## src/rtl/fuzz_pkg.sv

```systemverilog
// rtl/fuzz_pkg.sv - shared types for the central fuzz controller and per-IP agents
package fuzz_pkg;

    localparam int RESULT_W = 33;

    typedef enum logic [2:0] {
        ST_IDLE,
        ST_ISSUE,
        ST_WAIT_ACK,
        ST_LOG,
        ST_ADVANCE,
        ST_DONE
    } ctrl_state_t;

    typedef enum logic [1:0] {
        STATUS_OK    = 2'b00,
        STATUS_CRASH = 2'b01,
        STATUS_HANG  = 2'b10
    } status_t;

    // Log entry body; the controller prepends the agent id, whose width depends on NUM_IPS
    typedef struct packed {
        status_t               status;
        logic [RESULT_W-1:0]   result;
    } log_rec_t;

endpackage

```

## src/rtl/fuzz_log_fifo.sv

```systemverilog
// rtl/fuzz_log_fifo.sv - show-ahead status log FIFO with count and same-cycle push/pop
module fuzz_log_fifo #(
    parameter int WIDTH = 8,
    parameter int DEPTH = 16,
    localparam int AW = (DEPTH > 1) ? $clog2(DEPTH) : 1,
    localparam int CW = $clog2(DEPTH) + 1
) (
    input  logic             clk,
    input  logic             rst_n,
    input  logic             push,
    input  logic [WIDTH-1:0] push_data,
    input  logic             pop,
    output logic [WIDTH-1:0] head,
    output logic             empty,
    output logic             full,
    output logic [CW-1:0]    count
);

    logic [WIDTH-1:0] mem [DEPTH];
    logic [AW-1:0]    wr_ptr;
    logic [AW-1:0]    rd_ptr;
    logic             do_push;
    logic             do_pop;

    function automatic logic [AW-1:0] ptr_next(input logic [AW-1:0] p);
        return (p == AW'(DEPTH - 1)) ? '0 : p + 1'b1;
    endfunction

    assign empty   = (count == '0);
    assign full    = (count == CW'(DEPTH));
    assign head    = mem[rd_ptr];
    assign do_pop  = pop && !empty;
    // A pop in the same cycle frees the slot, so a push into a full FIFO still lands
    assign do_push = push && (!full || do_pop);

    always_ff @(posedge clk) begin
        if (do_push) begin
            mem[wr_ptr] <= push_data;
        end
    end

    always_ff @(posedge clk) begin
        if (!rst_n) begin
            wr_ptr <= '0;
            rd_ptr <= '0;
            count  <= '0;
        end else begin
            if (do_push) begin
                wr_ptr <= ptr_next(wr_ptr);
            end
            if (do_pop) begin
                rd_ptr <= ptr_next(rd_ptr);
            end
            count <= count + CW'(do_push) - CW'(do_pop);
        end
    end

endmodule

```

## src/rtl/fuzz_central_controller.sv

```systemverilog
// rtl/fuzz_central_controller.sv - round-robin session scheduler for per-IP fuzz agents
module fuzz_central_controller
    import fuzz_pkg::*;
#(
    parameter int NUM_IPS     = 4,
    parameter int MAX_ROUNDS  = 16,
    parameter int ACK_TIMEOUT = 200,
    parameter int LOG_DEPTH   = 16,
    parameter int CRASH_HALT  = 1,
    localparam int IDW = ($clog2(NUM_IPS) > 1) ? $clog2(NUM_IPS) : 1,
    localparam int CW  = $clog2(LOG_DEPTH) + 1
) (
    input  logic                          clk,
    input  logic                          rst_n,
    input  logic                          start,
    input  logic                          stop,
    output logic [NUM_IPS-1:0]            ip_enable,
    input  logic [NUM_IPS-1:0]            ip_ack,
    input  logic [NUM_IPS-1:0]            ip_crash,
    input  logic [NUM_IPS*RESULT_W-1:0]   ip_output,
    output logic                          busy,
    output logic                          done,
    output logic [7:0]                    crash_count,
    input  logic                          log_rd_en,
    output logic [IDW+2+RESULT_W-1:0]     log_rd_data,
    output logic                          log_empty,
    output logic [CW-1:0]                 log_count,
    output logic                          log_overflow
);

    localparam int TW = $clog2(ACK_TIMEOUT + 1);
    localparam int RW = $clog2(MAX_ROUNDS + 1);

    ctrl_state_t         state;
    ctrl_state_t         state_next;
    logic [IDW-1:0]      cur_ip;
    logic [RW-1:0]       round;
    logic [TW-1:0]       timer;
    logic                stop_q;
    log_rec_t            rec;
    logic                push;
    logic                fifo_full;
    logic                cur_ack;
    logic                cur_crash;
    logic [RESULT_W-1:0] cur_output;
    logic                timeout;
    logic                last_ip;
    logic                halt;

    assign cur_ack    = ip_ack[cur_ip];
    assign cur_crash  = ip_crash[cur_ip];
    assign cur_output = ip_output[cur_ip*RESULT_W +: RESULT_W];
    assign timeout    = (timer == TW'(ACK_TIMEOUT - 1));
    assign last_ip    = (cur_ip == IDW'(NUM_IPS - 1));
    assign halt       = stop_q
                     || ((CRASH_HALT != 0) && (rec.status != STATUS_OK))
                     || (last_ip && (round == RW'(MAX_ROUNDS - 1)));

    always_ff @(posedge clk) begin
        if (!rst_n) begin
            state <= ST_IDLE;
        end else begin
            state <= state_next;
        end
    end

    always_comb begin
        state_next = state;
        ip_enable  = '0;
        busy       = 1'b0;
        done       = 1'b0;
        push       = 1'b0;
        case (state)
            ST_IDLE: begin
                if (start) state_next = ST_ISSUE;
            end
            ST_ISSUE: begin
                ip_enable[cur_ip] = 1'b1;
                busy              = 1'b1;
                state_next        = ST_WAIT_ACK;
            end
            ST_WAIT_ACK: begin
                ip_enable[cur_ip] = 1'b1;
                busy              = 1'b1;
                if (cur_ack || timeout) state_next = ST_LOG;
            end
            ST_LOG: begin
                busy       = 1'b1;
                push       = 1'b1;
                state_next = ST_ADVANCE;
            end
            ST_ADVANCE: begin
                busy       = 1'b1;
                state_next = halt ? ST_DONE : ST_ISSUE;
            end
            ST_DONE: begin
                done = 1'b1;
                if (start) state_next = ST_ISSUE;
            end
            default: state_next = ST_IDLE;
        endcase
    end

    always_ff @(posedge clk) begin
        if (!rst_n) begin
            cur_ip       <= '0;
            round        <= '0;
            timer        <= '0;
            stop_q       <= 1'b0;
            crash_count  <= '0;
            rec          <= '0;
            log_overflow <= 1'b0;
        end else begin
            case (state)
                ST_IDLE, ST_DONE: begin
                    if (start) begin
                        cur_ip      <= '0;
                        round       <= '0;
                        crash_count <= '0;
                        stop_q      <= 1'b0;
                    end
                end
                ST_ISSUE: timer <= '0;
                ST_WAIT_ACK: begin
                    timer <= timer + 1'b1;
                    // Ack is checked first so a same-cycle ack beats the timeout
                    if (cur_ack) begin
                        rec.status <= cur_crash ? STATUS_CRASH : STATUS_OK;
                        rec.result <= cur_output;
                    end else if (timeout) begin
                        rec.status <= STATUS_HANG;
                        rec.result <= '0;
                    end
                end
                ST_LOG: begin
                    if ((rec.status != STATUS_OK) && (crash_count != 8'hFF)) begin
                        crash_count <= crash_count + 8'd1;
                    end
                    if (fifo_full && !log_rd_en) begin
                        log_overflow <= 1'b1;
                    end
                end
                ST_ADVANCE: begin
                    if (last_ip) begin
                        cur_ip <= '0;
                        round  <= round + 1'b1;
                    end else begin
                        cur_ip <= cur_ip + 1'b1;
                    end
                end
                default: ;
            endcase
            if (stop && (state != ST_IDLE) && (state != ST_DONE)) begin
                stop_q <= 1'b1;
            end
        end
    end

    fuzz_log_fifo #(
        .WIDTH (IDW + 2 + RESULT_W),
        .DEPTH (LOG_DEPTH)
    ) u_log_fifo (
        .clk       (clk),
        .rst_n     (rst_n),
        .push      (push),
        .push_data ({cur_ip, rec}),
        .pop       (log_rd_en),
        .head      (log_rd_data),
        .empty     (log_empty),
        .full      (fifo_full),
        .count     (log_count)
    );

endmodule

```

## config.mk

```make
export PLATFORM = sky130hd
export DESIGN_NAME = fuzz_central_controller
export DESIGN_NICKNAME = d
export VERILOG_FILES = /design/src/rtl/fuzz_pkg.sv /design/src/rtl/fuzz_log_fifo.sv /design/src/rtl/fuzz_central_controller.sv
export SDC_FILE = /design/constraint.sdc
export NUM_CORES = 1
export LEC_CHECK = 0
export ABC_AREA = 1
export CAP_MARGIN = 0
export CORE_ASPECT_RATIO = 1.25
export CORE_MARGIN = 4
export CORE_UTILIZATION = 55
export DETAILED_ROUTE_END_ITERATION = 8
export PLACE_DENSITY = 0.75
export RECOVER_POWER = 50
export SLEW_MARGIN = 0
export SYNTH_ARGS = -nofsm -noshare
export SYNTH_HDL_FRONTEND = slang
export SYNTH_SLANG_ARGS = --single-unit
```

## constraint.sdc

```tcl
create_clock -name clk -period 6.7 [get_ports clk]
set_clock_uncertainty 0.2 [all_clocks]
set_input_delay 1.005 -clock clk [delete_from_list [all_inputs] [get_ports clk]]
set_output_delay 1.005 -clock clk [all_outputs]
set_load 0.01 [all_outputs]
```

==> impl_metrics.tcl <==
set metrics [dict create \
    layout_commonest_cell "edfxtp_1" \
    final_cell_mix "edfxtp_1 (592), inv_1 (348), nand2_1 (278)" \
    critical_path_class "reg2out" \
    dp_hpwl_um 41300 \
    vdd_drop_max_v 0.000213 \
    synth_area_mm2 0.0293 \
    finalWirelength_um 70700 \
    setup_viol 0 \
    gp_congestion 0.862 \
    clkLatencyLatePin_ns 0.60 \
    rr_worst_depth 7 \
    grt_setup_unrepaired "false" \
    hold_path_depth 2 \
    worstMarginPinSlew_ns 2.16 \
    die_x_um 215 \
    min_to "stop_q$_SDFFE_PN0P_" \
    diodes 0 \
    status "complete, but fails checks" \
    grt_use_total_pct 24.0 \
    drc 0 \
    overflow 0 \
    post_drt_wl_per_cell_um 20.5 \
    netlist_top_cells_area "edfxtp_1 (61%), dfxtp_1 (5.5%), inv_1 (4.4%), nand3_1 (4.4%), o21ai_0 (3.9%)" \
    ys.flop_type "edfxtp_1" \
    vias_per_cell 5.77 \
    hold_violations 0 \
    antenna_found_initial 0 \
    nets 2891 \
    slew_violations 108 \
    cts_buffer_depth 3 \
    layout-drive-gt1-share_pct 10.1 \
    numCtsBuffers 58 \
    post_cts_buffers 0 \
    violations "max-capacitance violations, max-slew violations" \
    syn_nets 2755 \
    clock-sinks 672 \
    io_pins 203 \
    tns_ns 0 \
    start_util_pct 55.7 \
    relSlewSlack_pct -44.2 \
    io_buffers 202 \
    cts_resized 0 \
    synth-seq-area-share_pct 66.0 \
    period_share_pct 73.8 \
    std_cell_rows 94 \
    area_growth_pct 13.9 \
    timing.rr.end "rec[27]$_SDFFE_PN0P_" \
    place_area_mm2 0.0316 \
    max_clock_freq_mhz 202 \
    syn_area_per_cell_um2 11.3 \
    yosysWarnings 0 \
    r2r_slack_ns 2.54 \
    synth.distinct_cells 36 \
    critPathArrivalTime_ns 3.74 \
    ant_nets 0 \
    cts_htree_levels 2 \
    hp-start "stop_q$_SDFFE_PN0P_" \
    required_ns 5.49 \
    hold_path.class "reg2reg" \
    clk_pin_slew_worst_paths_ns 0.07 \
    dieArea_mm2 0.0571 \
    cts_root_buffer "clkbuf_16" \
    design_area_mm2 0.0334 \
    firstDrtPassIters 6 \
    grt_max_degree 146 \
    via_count 19900 \
    p_leak_nw 12.0 \
    dr.first_iter.drc_count 1989 \
    r2r-start "cur_ip[1]$_SDFFE_PN0P_" \
    core_mm2 0.0527 \
    synth_seq_cells 672 \
    grt_pass1_wl_um 109000 \
    final.min_clock_period_ns 4.95 \
    p_per_area_mw_per_mm2 306 \
    fp.dieH_um 266 \
    grt_pass1_vias 19400 \
    crit_fanout 45 \
    synth_top_area_share_pct 60.6 \
    synth_edf_count 592 \
    cts_tree "yes" \
    cts_hold_buf 0 \
    endpoint_kind "primary output" \
    synthCells 2590 \
    synth_top_area_cell "edfxtp_1" \
    startpoint_type "flip-flop" \
    max_cap_viol_count 2 \
    async_flop_share_pct 0 \
]
==> layer usage <==
metal	track usage [%]	vias up	part of all wire [%]
li1	-	9303	-
met3	3.41	116	8.0
met1	31.4	9517	39
met4	6.43	0	2.2
met2	42.5	962	50
met5	0	-	0
==> report_power, final <==
group	switching [mW]	internal, mW	leakage [nW]
Clock	1.45	1.82	0.892
Combinational	1.31	0.879	4.85
Sequential	0.175	4.60	6.24
==> sequential cells by signal, summed over array words and instances, names as in the netlist, 4 cells and up, named ones only <==
name and cells:
crash_count 8, rec 35, u_log_fifo.wr_ptr 4, round 5, u_log_fifo.mem 592, u_log_fifo.rd_ptr 4, timer 8, u_log_fifo.count 5
==> worst max-delay path, stage by stage, from the launching register on <==
cell and delay (ns):
dfxtp_1 0.54, clkbuf_1 1.32, ha_1 0.43, inv_1 0.07, nor2_1 0.18, clkdlybuf4s50_1 0.59
==> per-stage QoR <==
| stage | hold slack [ns] | total power [mW] | setup WS [ns] | std cells | utilization, % |
|---|---|---|---|---|---|
| global route | 0.299 | 10.7 | 1.48 | 3446 | 63.4 |
| finish | 0.270 | 10.2 | 1.75 | 3446 | 63.4 |
| floorplan | 0.240 | 6.41 | 2.23 | 2590 | - |
| CTS | 0.270 | 10.3 | 2.07 | 3446 | 63.5 |
| detailed placement | 0.258 | 7.05 | 2.57 | 3338 | 60.0 |
| global placement | 0.249 | 6.98 | 2.62 | 3338 | 60.0 |
==> how the worst max path moves through the flow <==
stage                           start                              end  slack (ns)  cells past startpoint
6_report       cur_ip[1]$_SDFFE_PN0P_                     ip_enable[3]        1.75                      5
5_1_grt        cur_ip[1]$_SDFFE_PN0P_                     ip_enable[3]        1.48                      5
4_1_cts                     flip-flop                  log_rd_data[29]        2.07                      7
3_5_place_dp                log_rd_en  u_log_fifo.mem[3][15]$_DFFE_PP_        2.57                      8
3_3_place_gp                log_rd_en  u_log_fifo.mem[3][12]$_DFFE_PP_        2.62                      8
2_1_floorplan               log_rd_en   u_log_fifo.mem[7][0]$_DFFE_PP_        2.23                      4
==> final cells by class <==
| class | count | area [um2] |
|---|---|---|
| clock buffer | 81 | 1560 |
| clock inverter | 27 | 277 |
| fill | 3938 | 19300 |
| inverter | 356 | 1340 |
| multi-input combinational | 1404 | 7710 |
| sequential | 672 | 19400 |
| tap | 672 | 841 |
| timing repair buffer | 234 | 2320 |
==> synthesized netlist by cell type (3+ instances only) <==
cell type / n
o211ai_1: 78
nand3b_1: 3
inv_2: 9
xor2_1: 3
o211ai_2: 70
buf_2: 32
a21oi_1: 214
o21ai_0: 231
buf_4: 20
nand3_1: 256
ha_1: 19
nor3_1: 8
dfxtp_1: 80
nand2_1: 274
buf_1: 3
edfxtp_1: 592
nand2_2: 71
buf_6: 17
nor2_1: 130
buf_12: 9
buf_8: 4
o22ai_1: 34
inv_1: 346
clkbuf_1: 73
==> cell families after synthesis <==
logic type,after synthesis,synth area share [%]
xor gates and xnor gates,4,0.119
buffers and inverters,514,8.05
AOI/OAI and AO/OA,631,13.4
DFF,672,66.0
adders and majority gates,20,0.878
and+or+nand+nor,749,11.5
No activity file was read; power rests on OpenSTA's default activity.
